**src/rtl/turn_arbiter.sv**
```systemverilog
// turn_arbiter: turn-based arbiter that shares the keyboard direction stream
// between two player movement blocks. Each accepted move goes to the player
// whose turn it is. A cooldown follows, and then the turn passes to the other
// player. The arbiter also provides pause handling and per-player move counts.
// Optional feature: define TURN_TIMEOUT_EN to build the turn-forfeit timeout.
// In the default build, timeout_pulse is tied to 0.
module turn_arbiter #(
    parameter int unsigned CNT_W           = 28,
    parameter int unsigned COOLDOWN_CYCLES = 2_500_000,
    parameter int unsigned TIMEOUT_CYCLES  = 250_000_000
) (
    input  logic       clk,
    input  logic       rst,
    input  logic       game_en,
    input  logic       pause,
    input  logic       move_up,
    input  logic       move_down,
    input  logic       move_left,
    input  logic       move_right,
    output logic       p1_up,
    output logic       p1_down,
    output logic       p1_left,
    output logic       p1_right,
    output logic       p2_up,
    output logic       p2_down,
    output logic       p2_left,
    output logic       p2_right,
    output logic       turn,
    output logic [1:0] state,
    output logic [7:0] moves_p1,
    output logic [7:0] moves_p2,
    output logic       timeout_pulse
);

    typedef enum logic [1:0] {
        IDLE    = 2'd0,
        ARMED   = 2'd1,
        LOCKOUT = 2'd2,
        PAUSED  = 2'd3
    } state_t;

    localparam logic [CNT_W-1:0] COOL_LOAD = CNT_W'(COOLDOWN_CYCLES - 1);
    localparam logic [CNT_W-1:0] TO_LOAD   = CNT_W'(TIMEOUT_CYCLES - 1);

    state_t             cur_state, state_n;
    state_t             saved_state, saved_n;
    logic               turn_n;
    logic [CNT_W-1:0]   counter, cnt_n;
    logic [3:0]         p1_q, p1_n;      // {up, down, left, right}
    logic [3:0]         p2_q, p2_n;
    logic [7:0]         m1_n, m2_n;
    logic               to_n;
    logic [3:0]         win;

    assign state = cur_state;
    assign {p1_up, p1_down, p1_left, p1_right} = p1_q;
    assign {p2_up, p2_down, p2_left, p2_right} = p2_q;

    // Register state, the timer, the forwarded pulses and the counters.
    always_ff @(posedge clk or negedge rst) begin
        if (!rst) begin
            cur_state     <= IDLE;
            saved_state   <= ARMED;
            turn          <= 1'b0;
            counter       <= '0;
            p1_q          <= '0;
            p2_q          <= '0;
            moves_p1      <= '0;
            moves_p2      <= '0;
            timeout_pulse <= 1'b0;
        end else begin
            cur_state     <= state_n;
            saved_state   <= saved_n;
            turn          <= turn_n;
            counter       <= cnt_n;
            p1_q          <= p1_n;
            p2_q          <= p2_n;
            moves_p1      <= m1_n;
            moves_p2      <= m2_n;
            timeout_pulse <= to_n;
        end
    end

    // Next-state and output decode. Priority order: game_en low, then pause,
    // then an accepted move, then timer expiry.
    always_comb begin
        state_n = cur_state;
        saved_n = saved_state;
        turn_n  = turn;
        cnt_n   = counter;
        p1_n    = '0;
        p2_n    = '0;
        m1_n    = moves_p1;
        m2_n    = moves_p2;
        to_n    = 1'b0;

        win = '0;
        if (move_up)         win = 4'b1000;
        else if (move_down)  win = 4'b0100;
        else if (move_left)  win = 4'b0010;
        else if (move_right) win = 4'b0001;

        if (!game_en) begin
            state_n = IDLE;
            turn_n  = 1'b0;
        end else begin
            case (cur_state)
                IDLE: begin
                    state_n = ARMED;
                    turn_n  = 1'b0;
                    cnt_n   = TO_LOAD;
                end
                ARMED: begin
                    if (pause) begin
                        state_n = PAUSED;
                        saved_n = ARMED;
                    end else if (win != 4'b0000) begin
                        if (turn) begin
                            p2_n = win;
                            m2_n = moves_p2 + 8'd1;
                        end else begin
                            p1_n = win;
                            m1_n = moves_p1 + 8'd1;
                        end
                        state_n = LOCKOUT;
                        cnt_n   = COOL_LOAD;
                    end
`ifdef TURN_TIMEOUT_EN
                    else if (counter == '0) begin
                        to_n   = 1'b1;
                        turn_n = ~turn;
                        cnt_n  = TO_LOAD;
                    end else begin
                        cnt_n = counter - CNT_W'(1);
                    end
`endif
                end
                LOCKOUT: begin
                    if (pause) begin
                        state_n = PAUSED;
                        saved_n = LOCKOUT;
                    end else if (counter == '0) begin
                        state_n = ARMED;
                        turn_n  = ~turn;
                        cnt_n   = TO_LOAD;
                    end else begin
                        cnt_n = counter - CNT_W'(1);
                    end
                end
                PAUSED: begin
                    if (!pause) state_n = saved_state;
                end
                default: state_n = IDLE;
            endcase
        end
    end

endmodule

```
**config.mk**
```make
export PLATFORM = sky130hd
export DESIGN_NAME = turn_arbiter
export DESIGN_NICKNAME = d
export VERILOG_FILES = /design/src/rtl/turn_arbiter.sv
export SDC_FILE = /design/constraint.sdc
export NUM_CORES = 1
export LEC_CHECK = 0
export BUFFER_PORTS_ARGS = -buffer_cell sky130_fd_sc_hd__buf_2
export CAP_MARGIN = 0
export CELL_PAD_IN_SITES_DETAIL_PLACEMENT = 1
export CELL_PAD_IN_SITES_GLOBAL_PLACEMENT = 2
export CORE_MARGIN = 1
export CORE_UTILIZATION = 34
export CTS_CLUSTER_SIZE = 20
export DETAILED_ROUTE_END_ITERATION = 8
export GPL_ROUTABILITY_DRIVEN = 1
export HOLD_SLACK_MARGIN = 0.03
export PLACE_DENSITY = 0.74
export SLEW_MARGIN = 40
export SYNTH_ARGS = -nofsm -noshare
export SYNTH_HDL_FRONTEND = slang
export SYNTH_SLANG_ARGS = --single-unit
export TNS_END_PERCENT = 5
```
**constraint.sdc**
```tcl
create_clock -name clk -period 2.2 [get_ports clk]
set_clock_uncertainty 0.2 [all_clocks]
set_input_delay 0.11 -clock clk [delete_from_list [all_inputs] [get_ports clk]]
set_output_delay 0.11 -clock clk [all_outputs]
set_load 0.02 [all_outputs]
```
; Word-level counts from Yosys, hierarchy flattened
; Cells that the tools add are included.
[word_totals]
regBits = 57
inputBits = 8
out_inout_bits = 28
word_cells = 71
[classes]
add_sub_neg = 3
n_eq_ne = 14
muxes = 33
n_bitwise = 2
n_reduce_logical = 11
[op_table]
columns = op, count
row1 = $mux 28, 4
row2 = $pmux 28 s3, 1
row3 = $mux 4, 11
row4 = $logic_not 28->1, 1
row5 = $sub 28x1->28 const B, 1
row6 = $mux 2, 9
row7 = $add 8x1->8 const B, 2
row8 = $reduce_and 5->1, 3
row9 = $ne 2x2->1 const B, 5
row10 = $ne 3x3->1 const B, 3
row11 = $ne 4x4->1 const B, 2
row12 = $pmux 2 s4, 1
row13 = $reduce_and 3->1, 2
row14 = $eq 2x2->1 const B, 2
row15 = $mux 1, 4
row16 = $pmux 2 s2, 1
row17 = $reduce_and 4->1, 1
row18 = $reduce_bool 4->1, 1
row19 = $mux 3, 1
row20 = $ne 3x1->1 const B, 1
row21 = $reduce_bool 3->1, 1
row22 = $eq 2x1->1 const B, 1
row23 = $logic_not 2->1, 1
row24 = $not 1->1, 2
row25 = other kinds (2), 2

; Longest topological paths before layout
; Gate-level depths: netlist of run 1.
[depth]
ltp_word = 9
depth_mapped = 9
mapped_depth_nobuf = 7

; Worst setup path before layout of run 1
; No wires, ideal clock.
[synth_timing]
kind = register to register
startpoint = register cur_state[0], in the netlist state[0]
endpoint = register counter[20]
arrival_time_ps = 2102
setup_slack_ps = -224
path_stages_with_launch = 9
path_buffers = 2
path_cell_list = dfrtp_1 > inv_1 > ha_1 > clkbuf_1 > a21oi_1 > a22o_1 > clkbuf_1 > o21ai_0 > a32o_1
[synth_via]
elab_chain_cells = 3
elab_cells_between_ends = 9
[synth_lines]
columns = item, line_no
row1 = from (decl), 45  ; state_t cur_state, state_n;
row2 = from (signal assigned), 72  ; cur_state <= state_n;
row3 = "$eq 2x1->1, or another cell as far along", 107  ; case (cur_state)
row4 = $ne 2x2->1 (no line) / $reduce_bool 3->1 (equally long branches), n/a
row5 = $reduce_and 5->1 (no line), n/a
row6 = to (signal assigned), 75  ; counter <= cnt_n;
row7 = to (decl), 48  ; logic [CNT_W-1:0] counter, cnt_n;
; Parallel ways exist; a longest one is shown, timed or not.
; A chain may end at the register's enable or synchronous reset.

; Worst setup path in the final report of run 1
[layout_timing]
startpoint = register counter[1]
endpoint = register counter[7]
[layout_via]
elab_chain_cells = 4
elab_cells_between_ends = 5
[layout_lines]
columns = item, line_no
row1 = $sub 28x1->28 / $logic_not 28->1 (equally long branches), "147, 142"
row2 = $mux 28 (*), 142  ; end else if (counter == '0) begin
row3 = $mux 28 (*), 139  ; if (pause) begin
row4 = $pmux 28 s3 (*), 107
; Mark *: on every way between the ends. The rest lies on a longest branch, timed or not. The select of a mux whose other input is x is not followed.

==> results of run 1 <==
-- how the worst max path moves through the flow --
stage,startpoint,end,slack [ns]
final,counter[1],counter[7],-0.01
after global routing,counter[1],counter[11],-0.13
after CTS,state[1],counter[18],-0.04
after detailed placement,counter[1],counter[23],-0.09
after floorplan,state[0],counter[20],-0.05
after global placement,counter[0],counter[12],-0.04
-- worst reg2reg max path, cell delays in order (launching register included) --
cell,delay [ns]
dfrtp_1,0.40
inv_2,0.07
ha_2,0.16
nor4b_4,0.20
buf_4,0.18
nand4_4,0.16
o211ai_4,0.29
buf_6,0.16
buf_4,0.11
o21ai_0,0.08
o2bb2ai_1,0.12
-- layout by cell type (no fill, tap or decap), types with 8 or more instances in the layout --
cell type,count
buf_4,68
dfrtp_1,53
buf_2,34
a21oi_1,21
nand2_1,19
inv_1,17
nor2_1,17
o21ai_0,17
xnor2_1,12
nor3_1,11
and3_1,10
nand3_1,10
clkbuf_8,10
dlygate4sd3_1,9
buf_6,8
-- state kept, by name (all words and copies together), names as in the netlist --
name and count:
counter 28, moves_p1 8, saved_state 2, p1_q 4
state 2, p2_q 4, turn 1, moves_p2 8
-- routing by layer --
metal / up-vias / track usage (%)
met2: 55 / 38.7
li1: 1488 / -
met3: 13 / 3.23
met4: 0 / 8.94
met5: - / 0
met1: 1615 / 27.3
-- repair_timing --
action / in CTS / in global routing
hold endpoints to repair: 68 / 0
pin swaps: 2 / 17
setup endpoints to repair: 23 / 39
buffers inserted: 3 / 5
hold buffers: 9 / 0
resized for setup: 10 / 57
gates cloned: 0 / 0
-- final cells by class --
cell class	instances	area, µm²
fill	1047	4520
timing repair buffer	121	901
multi-input combinational	244	1930
inverter	19	71.3
sequential	57	1430
clock inverter	5	78.8
tap	129	161
clock buffer	11	141
-- stage by stage --
step	util, %	hold slack [ns]	total power [mW]	std cells	cell area, µm²
2_1_floorplan	-	-0.386	2.71	332	3250
3_3_place_gp	43.9	-0.0692	3.69	553	4060
3_5_place_dp	43.9	-0.0741	3.76	553	4060
4_1_cts	48.0	0.0883	4.95	581	4440
5_1_grt	51.0	0.128	5.54	586	4720
6_report	51.0	0.0871	5.23	586	4720
-- where the power goes --
part | internal [mW] | switching [mW]
clock network | 0.667 | 0.456
logic | 1.16 | 1.34
registers | 1.31 | 0.301
-- logic make-up (layout without fill, tap and decap cells) --
kind of cell,Yosys count,in the layout,share of synthesized area (%)
other cells,1,1,0.116
buf+inv,31,156,4.34
simple gates,119,119,22.5
xor+xnor,14,14,3.79
mux,4,4,1.32
fa+ha+maj,10,10,3.87
flops,57,57,44.2
compound gates,96,96,19.9
==> impl_metrics.csv, run 1 <==
group,metric,value,unit
worst_setup_path,cp_max_fo,6,
detailed_routing,firstDrtPassIters,4,
placement,pre_cts_ws,-0.0916,ns
worst_setup_path,r2r_start,"counter[1]",
timing,fin_crit_sh,100,%
logic_synthesis,synth_area_leader_cell,"dfrtp_1",
floorplan,core_area,0.00924,mm²
clock_tree,cts-root-buf,"clkbuf_8",
clock_tree,cts_tree,"yes",
global_routing,antenna_found_initial,0,
logic_synthesis,synth.area.top_cells,"dfrtp_1, ha_1, a21oi_1",
logic_synthesis,synthArstFlopShare,100,%
clock_tree,ctsHtreeMaxLevel,3,
floorplan,initial_core_util,35.0,%
worst_setup_path,slowest_stage,"dfrtp_1",
global_routing,gr-total-overflow,0,
worst_setup_path,cp_num_cells,10,
detailed_routing,top_layer_used,"met4",
run_status,violations,"negative setup slack",
detailed_routing,drtIter0Drc,85,
worst_setup_path,start_kind,"register",
floorplan,ios,36,
global_routing,grt_pass1_vias,3289,
clock_tree,cts_max_path_buffers,2,
global_routing,grt_max_degree,38,
clock_tree,clkLatencyLatePin,0.35,ns
floorplan,die_h,99.5,µm
finish,area_growth,46.0,%
logic_synthesis,syn_inst,332,
clock_tree,cts-buffers-inserted,9,
detailed_routing,remaining_drc_errors,0,
worst_setup_path,cpPeakStageDelay,0.40,ns
pwr,vdd.ir_drop.worst,378,µV
placement,io_buffers,34,
timing,tns,-0.0233,ns
logic_synthesis,yosysMostFrequentCell,"dfrtp_1",
logic_synthesis,seq_area_frac_synth,44.2,%
worst_setup_path,required,2.24,ns
logic_synthesis,yosysTopAreaCellShare,43.4,%
timing,grt_setup_unrepaired,"yes",
detailed_routing,wl_per_cell,18.0,µm
global_routing,grt.total_usage,22.1,%
logic_synthesis,synth.net_count,350,
floorplan,die_area,0.00990,mm²
logic_synthesis,yosys_most_used_dff,"dfrtp_1",
hold_path,hold_path.class,"primary input to asynchronous set/reset pin",
clock_tree,clk_pin_slew_worst_paths,0.07,ns
detailed_routing,route.met2.wl,5570,µm
run_status,outcome,"finished with violations",
timing,slew_headroom,62.3,%
timing,max_freq,452,MHz
logic_synthesis,syn_area,0.00323,mm²
detailed_routing,vias_per_cell,5.41,
finish,antenna_cells,0,
timing,hold_viol_final,0,
logic_synthesis,synth_edf_count,0,
worst_setup_path,endpoint_kind,"register",
worst_setup_path,reg2reg_depth,10,
logic_synthesis,synth.distinct_cells,60,
worst_setup_path,reg2reg_slack,-0.01,ns
pwr,power_density,1110,mW/mm²
logic_synthesis,ys_ff_latch,57,
floorplan,rows,35,
pwr,leakage,2.11,nW
clock_tree,cts.sinks,57,
timing,period_needed,2.21,ns
placement,place_congestion,0.795,
logic_synthesis,yosys-top-cells-count,"dfrtp_1, a21oi_1, o21ai_0, nand2_1",
worst_setup_path,crit_family,"buffers and inverters",
worst_setup_path,crit_top_cell,"buf_4",
logic_synthesis,ys.warnings.count,0,
detailed_routing,vias,3171,
floorplan,die_x,99.5,µm
logic_synthesis,postSynthAreaPerCell,9.73,µm²
detailed_routing,drt_wl_total,10600,µm
job,drv_cap,0,
worst_setup_path,arrival,2.25,ns
finish,nNetsFinal,470,
detailed_routing,wl_met3,242,µm
timing,setup_viol,3,
placement,hpwl,7300,µm
timing,layout_setup_ws,-0.0104,ns
finish,drive_gt1_share,40.9,%
worst_setup_path,crit_chain,"inv_2 -> ha_2 -> nor4b_4 -> buf_4 -> nand4_4 -> o211ai_4 -> buf_6 -> buf_4 -> o21ai_0 -> o2bb2ai_1",
worst_setup_path,path_buf_inv,4,
timing,tightest_slew,0.566,ns
worst_setup_path,crit_type,"register to register",
detailed_routing,wl_met1,4590,µm
detailed_routing,ant_nets,0,
global_routing,grt_pass1_wl,16800,µm
timing,final-max-slew-violation-count,0,
worst_setup_path,r2r-end,"counter[7]",
(Power assumes the default switching activity.)
==> run 2, diff against run 1 <==
--- a/config.mk
+++ b/config.mk
@@ -16,7 +16,8 @@
 export GPL_ROUTABILITY_DRIVEN = 1
 export HOLD_SLACK_MARGIN = 0.03
 export PLACE_DENSITY = 0.74
-export SLEW_MARGIN = 40
+export RECOVER_POWER = 25
+export SLEW_MARGIN = 10
 export SYNTH_ARGS = -nofsm -noshare
 export SYNTH_HDL_FRONTEND = slang
 export SYNTH_SLANG_ARGS = --single-unit
==> run 2 against run 1 <==
The run still ends with negative setup slack left. Total power barely moved. Non-clock buffer count did not move. First-iteration DRC count did not move. Critical path depth did not move. Critical endpoint unchanged.
==> impl_metrics.csv, run 2 (synthesis results as in run 1) <==
group,metric,value,unit
run_status,outcome,"finished with violations",
run_status,violations,"negative setup slack",
worst_setup_path,cp_max_fo,6,
timing,hold_viol_final,0,
worst_setup_path,crit_chain,"inv_2 -> ha_2 -> nor4b_4 -> buf_4 -> nand4_4 -> o211ai_4 -> buf_6 -> buf_4 -> o21ai_0 -> o2bb2ai_1",
worst_setup_path,crit_top_cell,"buf_4",
worst_setup_path,start_kind,"register",
timing,max_freq,452,MHz
floorplan,initial_core_util,35.0,%
placement,hpwl,7300,µm
global_routing,antenna_found_initial,0,
finish,register_area,0.00143,mm²
finish,nNetsFinal,470,
timing,tightest_slew,1.36,ns
detailed_routing,vias,3170,
detailed_routing,firstDrtPassIters,4,
finish,area_growth,45.8,%
floorplan,die_h,99.5,µm
floorplan,die_x,99.5,µm
worst_setup_path,cpPeakStageDelay,0.40,ns
detailed_routing,remaining_drc_errors,0,
floorplan,rows,35,
timing,layout_setup_ws,-0.0130,ns
detailed_routing,drt_wl_total,10600,µm
clock_tree,clkLatencyLatePin,0.35,ns
pwr,power_density,1110,mW/mm²
floorplan,ios,36,
global_routing,grt_max_degree,38,
finish,drive_gt1_share,40.0,%
clock_tree,cts_max_path_buffers,2,
pwr,leakage,2.10,nW
detailed_routing,wl_per_cell,18.0,µm
finish,fin_util,51.0,%
clock_tree,ctsHtreeMaxLevel,3,
global_routing,grt_pass1_vias,3289,
job,drv_cap,0,
detailed_routing,vias_per_cell,5.41,
clock_tree,cts_tree,"yes",
timing,grt_setup_unrepaired,"yes",
floorplan,die_area,0.00990,mm²
pwr,report.power.total,5.23,mW
global_routing,gr-total-overflow,0,
clock_tree,cts-root-buf,"clkbuf_8",
placement,io_buffers,34,
worst_setup_path,arrival,2.25,ns
timing,final-max-slew-violation-count,0,
hold_path,hold_path.class,"register to register",
finish,fill_cells,1049,
detailed_routing,ant_nets,0,
global_routing,grt_pass1_wl,16800,µm
clock_tree,clk_pin_slew_worst_paths,0.07,ns
placement,place_congestion,0.795,
clock_tree,cts-buffers-inserted,9,
pwr,vdd.ir_drop.worst,378,µV
finish,final_cell_mix,"buf_4, dfrtp_1, buf_2",
timing,slew_headroom,9.24,%
worst_setup_path,required,2.24,ns
global_routing,grt.total_usage,22.1,%
clock_tree,cts.sinks,57,
finish,largest_reg_flops,28,
finish,top_regs,"counter (28), moves_p1 (8), moves_p2 (8)",
worst_setup_path,crit_type,"register to register",
finish,regMostFlops,"counter",
finish,antenna_cells,0,
worst_setup_path,endpoint_kind,"register",
timing,setup_viol,3,
timing,fin_crit_sh,101,%
timing,period_needed,2.21,ns
floorplan,core_area,0.00924,mm²
finish,final_common_cell,"buf_4",
timing,timing.hold.ws,0.265,ns
finish,multi_input_area,0.00193,mm²
detailed_routing,drtIter0Drc,85,
worst_setup_path,slowest_stage,"dfrtp_1",
[run 2: final timing paths]
path / from / to / slack [ns] / cells past startpoint
hold / removal: saved_state[0] / saved_state[0] / 0.27 / 2
hold reg to reg: saved_state[0] / saved_state[0] / 0.27 / 2
max in group asynchronous: rst / saved_state[0] / 0.50 / 3
min in group asynchronous: rst / moves_p1[7] / 0.40 / 2
setup / recovery: counter[1] / counter[7] / -0.01 / 10
setup reg to reg: counter[1] / counter[7] / -0.01 / 10
[run 2: report_power, final]
part	total (mW)	internal [mW]	switching [mW]
Sequential	1.61	1.31	0.301
Combinational	2.50	1.16	1.34
Clock	1.12	0.667	0.456
Total	5.23	3.13	2.09
[run 2: metal layers]
metal	track usage, %	part of all wire (%)	vias to the layer above
met4	8.94	1.6	0
li1	-	-	1488
met1	27.3	43	1615
met3	3.23	2.3	13
met2	38.7	53	54
met5	0	0	-
[run 2: area by class of cell]
class	count	area share, %
clock buffer	11	3.00
clock inverter	5	1.67
inverter	19	1.51
multi-input combinational	244	41.0
sequential	57	30.4
tap	129	3.43
timing repair buffer	121	19.0
[run 2: worst max-delay path: cells and delay by family (launching register included)]
kind	cells	cell delay (ns)
fa+ha+maj	1	0.16
compound gates	3	0.48
simple gates	2	0.35
flops	1	0.40
buf+inv	4	0.51
[run 2: per-stage QoR]
step	cells	worst slack, ns	TNS [ns]	cell area (µm²)
2_1_floorplan	332	-0.0503	-0.224	3250
3_3_place_gp	553	-0.0420	-0.102	4060
6_report	586	-0.0130	-0.0286	4710
3_5_place_dp	553	-0.0916	-0.607	4060
4_1_cts	581	-0.0391	-0.176	4440
5_1_grt	586	-0.133	-1.77	4710
[run 2: repair_timing]
item / in CTS / in global routing
buffers inserted: 3 / 5
resized for setup: 10 / 57
endpoints found under the hold margin: 68 / 0
hold buffers: 9 / 0
pin swaps: 2 / 17
setup endpoints to repair: 23 / 39
